### src/rtl/next_pc_predict.sv
// Fetch-stage next-PC selection with a direct-mapped BTB and 2-bit counters.
// Mispredicts detected in EX redirect fetch and flush the younger stages.
module next_pc_predict #(
  parameter int          ENTRIES  = 8,
  parameter logic [31:0] RESET_PC = 32'h0000_0000
) (
  input  logic        clk,
  input  logic        rst,
  input  logic        stall,
  input  logic [31:0] pc_cur,
  input  logic        ex_valid,
  input  logic        ex_is_cf,
  input  logic [31:0] ex_pc,
  input  logic        ex_taken,
  input  logic [31:0] ex_target,
  input  logic        ex_pred_taken,
  input  logic [31:0] ex_pred_target,
  output logic [31:0] pc_next,
  output logic        pred_taken,
  output logic [31:0] pred_target,
  output logic        flush,
  output logic [15:0] mispred_cnt
);

  localparam int IDX_W = $clog2(ENTRIES);
  localparam int TAG_W = 30 - IDX_W;

  typedef struct packed {
    logic             valid;
    logic [TAG_W-1:0] tag;
    logic [31:0]      target;
    logic [1:0]       ctr;
  } btb_entry_t;

  btb_entry_t btb_q [ENTRIES];

  logic [IDX_W-1:0] lk_idx, ex_idx;
  logic [TAG_W-1:0] lk_tag, ex_tag;
  btb_entry_t       lk_entry, ex_entry;
  logic             lk_hit, ex_hit;
  logic [31:0]      pc_plus4, ex_plus4;
  logic             mispredict;
  logic             btb_update;

  // The low two PC bits never take part in indexing or tagging.
  logic unused_pc_bits;
  assign unused_pc_bits = ^{pc_cur[1:0], ex_pc[1:0]};

  assign lk_idx   = pc_cur[IDX_W+1:2];
  assign lk_tag   = pc_cur[31:IDX_W+2];
  assign ex_idx   = ex_pc[IDX_W+1:2];
  assign ex_tag   = ex_pc[31:IDX_W+2];
  assign lk_entry = btb_q[lk_idx];
  assign ex_entry = btb_q[ex_idx];
  assign lk_hit   = lk_entry.valid && (lk_entry.tag == lk_tag);
  assign ex_hit   = ex_entry.valid && (ex_entry.tag == ex_tag);

  // 32-bit adds wrap naturally at the top of the address space.
  assign pc_plus4 = pc_cur + 32'd4;
  assign ex_plus4 = ex_pc + 32'd4;

  assign pred_taken  = !rst && lk_hit && lk_entry.ctr[1];
  assign pred_target = lk_hit ? lk_entry.target : pc_plus4;

  assign mispredict = !rst && ex_valid && ex_is_cf &&
                      ((ex_taken != ex_pred_taken) ||
                       (ex_taken && (ex_target != ex_pred_target)));
  assign flush      = mispredict;
  assign btb_update = ex_valid && ex_is_cf;

  // NOTE: always_comb with every output given a default first, so no latch can be inferred.
  always_comb begin
    pc_next = pc_plus4;
    if (rst)             pc_next = RESET_PC;
    else if (mispredict) pc_next = ex_taken ? ex_target : ex_plus4;
    else if (stall)      pc_next = pc_cur;
    else if (pred_taken) pc_next = pred_target;
  end

  // Lookup reads btb_q combinationally, so a same-cycle update is only seen next cycle.
  // NOTE: the BTB array is reset explicitly because lookups must miss immediately after reset.
  always_ff @(posedge clk) begin
    if (rst) begin
      for (int i = 0; i < ENTRIES; i++) begin
        btb_q[i] <= '{valid: 1'b0, tag: '0, target: '0, ctr: 2'b01};
      end
    end else if (btb_update) begin
      if (ex_hit) begin
        if (ex_taken) begin
          btb_q[ex_idx].target <= ex_target;
          if (ex_entry.ctr != 2'b11) btb_q[ex_idx].ctr <= ex_entry.ctr + 2'd1;
        end else if (ex_entry.ctr != 2'b00) begin
          btb_q[ex_idx].ctr <= ex_entry.ctr - 2'd1;
        end
      end else if (ex_taken) begin
        btb_q[ex_idx] <= '{valid: 1'b1, tag: ex_tag, target: ex_target, ctr: 2'b10};
      end
    end
  end

  // NOTE: sequential state uses non-blocking assignments only.
  always_ff @(posedge clk) begin
    if (rst) begin
      mispred_cnt <= '0;
    end else if (mispredict && (mispred_cnt != 16'hFFFF)) begin
      mispred_cnt <= mispred_cnt + 16'd1;
    end
  end

endmodule
### config.mk
export PLATFORM = sky130hd
export DESIGN_NAME = next_pc_predict
export DESIGN_NICKNAME = d
export VERILOG_FILES = /design/src/rtl/next_pc_predict.sv
export SDC_FILE = /design/constraint.sdc
export NUM_CORES = 1
export LEC_CHECK = 0
export CORE_MARGIN = 3
export CORE_UTILIZATION = 23
export DETAILED_ROUTE_END_ITERATION = 16
export PLACE_DENSITY = 0.35
export SETUP_SLACK_MARGIN = 0.1
export SYNTH_ARGS = -nofsm -noshare
export SYNTH_HDL_FRONTEND = slang
export SYNTH_SLANG_ARGS = --single-unit
export TNS_END_PERCENT = 50
### constraint.sdc
create_clock -name clk -period 5.4 [get_ports clk]
set_input_delay 0.81 -clock clk [delete_from_list [all_inputs] [get_ports clk]]
set_output_delay 0.81 -clock clk [all_outputs]
set_load 0.05 [all_outputs]
==> results.sh, run 1 <==
export IMPL_hold_class="flop to flop"
export IMPL_slew_headroom_pct=22.5
export IMPL_netlist_area_leader_share_pct=50.4
export IMPL_fmax_mhz=191
export IMPL_numCtsBuffers=68
export IMPL_ys_warn_count=0
export IMPL_cp_required_ns=4.59
export IMPL_layout_nets=2861
export IMPL_powerDensity_nw_per_um2=292
export IMPL_grt_usage_pct=20.5
export IMPL_synth_edff_count=488
export IMPL_worstSetupPathType="primary input to primary output"
export IMPL_cts_sinks=512
export IMPL_antenna_found_initial=11
export IMPL_ioPinCount=217
export IMPL_dr_pass1_iters=5
export IMPL_synth_seq_cells=512
export IMPL_final_layout_size_suffix_gt1_share_pct=24.7
export IMPL_clk_pin_slew_ns=0.06
export IMPL_synth_top_family_by_area="simple AND/OR/NAND/NOR gates"
export IMPL_htree_levels=3
export IMPL_synth_adder_area_share_pct=0.129
export IMPL_yosysSeqAreaShare_pct=52.1
export IMPL_syn_area_um2=29100
export IMPL_synth_compound_area_share_pct=5.70
export IMPL_grt_max_degree=58
export IMPL_rows=129
export IMPL_dieArea_um2=131000
export IMPL_grt_pass1_wl_um=187000
export IMPL_rsz0062_at_grt="yes"
export IMPL_synth_most_common_cell="edfxtp_1"
export IMPL_avgSynthCellArea_um2=12.2
export IMPL_netlist_top_cells_area="edfxtp_1 (50%), mux4_2 (9.8%), and2_1 (9.8%)"
export IMPL_worstMarginPinSlew_ns=1.16
export IMPL_hold_viol=0
export IMPL_peakVddDrop_uv=182
export IMPL_wl_per_cell_um=30.7
export IMPL_ctsRootBufferMaster="clkbuf_16"
export IMPL_dp_cells=4287
export IMPL_clk_path_buf_depth=3
export IMPL_fin_skew_ns=0.0277
export IMPL_die_h_um=361
export IMPL_grt_pass1_vias=22400
export IMPL_crit_arrival_ns=4.43
export IMPL_fp_coreArea_um2=125000
export IMPL_synth_common_cells="edfxtp_1 (488), and2_1 (455), clkbuf_1 (153)"
export IMPL_setup_tns_ns=0
export IMPL_p_leak_nw=13.7
export IMPL_final_instance_count_excl_fill=4421
export IMPL_synth_xor_area_share_pct=3.92
export IMPL_hpwl_um=96700
export IMPL_viasPerCell=4.88
export IMPL_synthMuxAreaShare_pct=16.7
export IMPL_grt_overflow=0
export IMPL_port_buffer_count=216
export IMPL_yosys_most_used_dff="edfxtp_1"
export IMPL_ys_types=67
export IMPL_crit_path_max_fanout=11
export IMPL_drc=0
export IMPL_fin_crit_sh_pct=97.1
export IMPL_gp_congestion=0.859
export IMPL_vias=21600
export IMPL_cts_tree="yes"
export IMPL_start_util_pct=23.3
export IMPL_drt_iter0_markers=1957
export IMPL_wirelength_um=136000
export IMPL_yosys_area_share_simple_pct=17.9
export IMPL_cap_violations=0
export IMPL_fin_crit_ns=5.24
export IMPL_clkLatencyLatePin_ns=0.63
export IMPL_async_reset_ff_share_pct=0
export IMPL_cts_hold_buf=0
export IMPL_holdWs_ns=0.483
export IMPL_die_x_um=361
export IMPL_netlist_instances=2374
export IMPL_critPathLaunchType="primary input"
export IMPL_postRouteAntennaNets=0
export IMPL_setup_viol=0
export IMPL_rrSetupSlack_ns=1.54
export IMPL_synthToLayoutAreaGrowth_pct=30.6
export IMPL_worstSetupEndpointType="primary output"
export IMPL_status="completed"
export IMPL_yosys_area_top_type="edfxtp_1"
export IMPL_slew_viol_final=0
export IMPL_syn_num_nets=2512
[final timing paths]
kind,startpoint,to,cells after the start
max,pc_cur[2],pc_next[5],14
min,btb_q[5][61],btb_q[5][61],1
max reg2reg,btb_q[6][49],btb_q[6][1],10
min reg2reg,btb_q[5][61],btb_q[5][61],1
[flip-flops by register name (all words and copies together), names as in the netlist]
signal       flops
btb_q          496
mispred_cnt     16
[layout by cell type, fill, tap and decap left out, drive strengths merged, types with 24 or more instances in the layout]
cell,Yosys,final
xnor2,54,54
nor4,41,41
mux2,43,43
nand3,44,44
and3,34,34
mux4,127,127
o21ai,64,64
mux2i,151,151
nand4,24,24
clkbuf,154,85
nor3,37,37
clkdlybuf4s50,0,139
xor2,76,76
a21oi,50,50
buf,71,363
and2,460,460
nand2,101,101
nor2,86,86
clkinv,2,25
dfxtp,24,24
edfxtp,488,488
[routing by layer]
layer / track usage (%) / wire, um / up-vias
met3: 6.68 / 12000 / 153
li1: - / - / 9497
met1: 27.8 / 60100 / 11100
met4: 5.38 / 3680 / 2
met5: 0 / 13 / -
met2: 31.5 / 59700 / 856
[logic make-up (layout without fill, tap and decap cells)]
logic type | Yosys count | in the layout
buf+inv | 245 | 648
fa+ha+maj | 3 | 3
compound gates | 254 | 254
flops | 512 | 512
simple gates | 909 | 909
mux | 321 | 321
xor+xnor | 130 | 130
other cells | 0 | 7
[power by group]
group | switching (mW) | internal [mW]
clock network | 1.84 | 2.79
registers | 0.0842 | 4.55
logic | 1.07 | 0.735
[cell type report]
cell class	instances	area [um2]
fillers	12700	86600
flip-flops and latches	512	15100
multi-input cells	1617	13200
repair buffers	504	5250
well taps	1637	2050
clock buffers	85	1830
clock inverters	39	417
inverters	20	76.3
diodes	7	17.5
[worst max-delay path, cell delays in order]
cell      delay [ns]
buf_8           0.20
buf_12          0.21
mux4_2          0.56
mux2i_2         0.24
xor2_1          0.23
nand4_1         0.19
nor4b_2         0.37
nand3_2         0.19
buf_12          0.20
mux2_2          0.26
or2_2           0.30
a221oi_4        0.32
buf_4           0.18
buf_12          0.13
[what timing repair did]
action | in CTS | in global routing
gates resized for setup | 5 | 11
gates cloned | 0 | 0
setup buffers | 0 | 3
pin swaps | 0 | 3
endpoints found under the hold margin | 0 | 0
setup endpoints to repair | 18 | 40
[through the flow]
step                setup WS (ns)  total power [mW]  instance area (um2)  util, %
floorplan                  0.0766              5.54                29100        -
global placement           -0.223              6.51                35600     28.6
detailed placement         -0.138              6.52                35600     28.6
CTS                        0.0685              11.2                37900     30.4
global route               0.0787              11.4                37900     30.4
finish                      0.156              11.1                38000     30.5
Power figures use the tool's default switching activity.
==> inputs of run 2 (changes only) <==
CELL_PAD_IN_SITES_DETAIL_PLACEMENT = 1   (was default)
CELL_PAD_IN_SITES_GLOBAL_PLACEMENT = 1   (was default)
PLACE_DENSITY = 0.41   (was 0.35)
==> run 2 against run 1 <==
Net effect: first-iteration DRC count shrank 12%; sequential power barely moved; register-to-register slack got worse by 0.14 ns; sequential cell count is the same; critical path type unchanged; largest power group unchanged.
==> results.sh, run 2 (same netlist as run 1, synthesis figures left out) <==
export IMPL_grt_usage_pct=21.1
export IMPL_largest_register_ffs=496
export IMPL_min_from="btb_q[6][61]"
export IMPL_die_x_um=361
export IMPL_wl_per_cell_um=31.6
export IMPL_pre_cts_ws_ns=-0.175
export IMPL_worstSetupPathType="primary input to primary output"
export IMPL_grt_max_degree=69
export IMPL_timing_rr_start="btb_q[6][49]"
export IMPL_largestRegisters="btb_q x496, mispred_cnt x16"
export IMPL_numCtsBuffers=68
export IMPL_gp_congestion=0.856
export IMPL_crit_path_max_fanout=24
export IMPL_cts_sinks=512
export IMPL_drc=0
export IMPL_cap_violations=0
export IMPL_worstSetupEndpointType="primary output"
export IMPL_postRouteAntennaNets=0
export IMPL_mostFrequentLayoutCells="edfxtp_1 (488), and2_1 (455), buf_4 (280)"
export IMPL_worstMarginPinSlew_ns=1.05
export IMPL_slew_headroom_pct=29.7
export IMPL_fin_skew_ns=0.0210
export IMPL_synthToLayoutAreaGrowth_pct=29.5
export IMPL_clk_pin_slew_ns=0.05
export IMPL_vias=21900
export IMPL_clkLatencyLatePin_ns=0.65
export IMPL_setup_viol=0
export IMPL_layout_commonest_cell="edfxtp_1"
export IMPL_crit_arrival_ns=4.37
export IMPL_final_layout_size_suffix_gt1_share_pct=24.6
export IMPL_layout_nets=2867
export IMPL_port_buffer_count=216
export IMPL_nFillCells=13500
export IMPL_ctsRootBufferMaster="clkbuf_16"
export IMPL_fin_crit_sh_pct=95.8
export IMPL_fmax_mhz=193
export IMPL_worst_slack_ns=0.225
export IMPL_seqCellArea_um2=15100
export IMPL_start_util_pct=23.3
export IMPL_viasPerCell=4.96
export IMPL_fin_util_pct=30.2
export IMPL_critPathLaunchType="primary input"
export IMPL_crit_path_start="pc_cur[2]"
export IMPL_cts_tree="yes"
export IMPL_dieArea_um2=131000
export IMPL_wirelength_um=140000
export IMPL_cp_required_ns=4.59
export IMPL_multi_input_area_um2=13200
export IMPL_regMostFlops="btb_q"
export IMPL_grt_pass1_wl_um=193000
export IMPL_grt_overflow=0
export IMPL_powerDensity_nw_per_um2=285
export IMPL_fp_coreArea_um2=125000
export IMPL_fin_crit_ns=5.18
export IMPL_die_h_um=361
export IMPL_rsz0062_at_grt="no"
export IMPL_drt_iter0_markers=1719
export IMPL_grt_pass1_vias=23400
export IMPL_hold_viol=0
export IMPL_hpwl_um=98500
export IMPL_ioPinCount=217
export IMPL_status="completed"
export IMPL_clk_path_buf_depth=3
export IMPL_rows=129
export IMPL_hold_class="flop to flop"
export IMPL_slew_viol_final=0
export IMPL_peakVddDrop_uv=213
export IMPL_p_leak_nw=13.6
export IMPL_htree_levels=3
export IMPL_dr_pass1_iters=5
export IMPL_antenna_found_initial=12
run 2: cell types whose count changed in the layout (fill, tap and decap cells not counted), moves of 5 or more:
cell,before,now
buf_4,265,280
buf_12,88,79
clkbuf_1,13,20
bufinv_16,8,2
clkinv_1,16,10
clkinvlp_4,5,0
run 2: worst paths after layout:
check	endpoint	slack, ns	depth (start not counted)
max	pc_next[5]	0.22	14
max reg2reg	btb_q[4][55]	1.40	11
min	btb_q[6][61]	0.50	1
min reg2reg	btb_q[6][61]	0.50	1
run 2: area by class of cell:
type                            count  share of cell area [%]
Multi-Input combinational cell   1617                    34.9
Tap cell                         1637                    5.44
Sequential cell                   512                    40.2
Antenna cell                        4                  0.0266
Timing Repair Buffer              510                    13.8
Clock inverter                     23                   0.492
Clock buffer                       91                    4.86
Inverter                           20                   0.203
run 2: routing by layer:
layer	global-route usage, %	wire (um)	up-vias
met5	0	54	-
met4	4.70	3020	6
met3	3.38	6150	148
met2	35.7	67600	577
met1	28.3	62800	11700
li1	-	-	9496
run 2: worst max-delay path, stage by stage:
cell and delay (ns):
buf_12 0.21, buf_4 0.26, mux4_2 0.53, mux2i_2 0.33, xor2_1 0.18, nand4_1 0.19
nor4b_2 0.36, nand3_2 0.09, buf_4 0.20, mux2_2 0.27, or2_2 0.27, a221oi_1 0.28
buf_4 0.21, buf_12 0.14
run 2: power breakdown:
group	internal (mW)	total (mW)	switching (mW)	leakage [nW]
sequential	4.55	4.64	0.0910	4.84
clock	2.47	4.30	1.83	0.988
combinational	0.731	1.78	1.05	7.77
run 2: repair_timing:
item                                    CTS  global route
hold buffers                              0             0
pin swaps                                 1             0
resized for setup                         8             8
setup buffers                             1             0
gates cloned                              0             1
endpoints found under the setup margin   20            40
run 2: stage by stage:
step                      instance area, um2  TNS (ns)  std cells  hold WS, ns  power (mW)
after global routing                   37600         0       4411        0.514        11.1
after floorplan                        29100         0       2374        0.440        5.54
after global placement                 35500    -0.193       4294        0.464        6.50
after CTS                              37600         0       4409        0.488        10.9
after detailed placement               35500    -0.185       4294        0.476        6.51
final                                  37600         0       4414        0.496        10.7
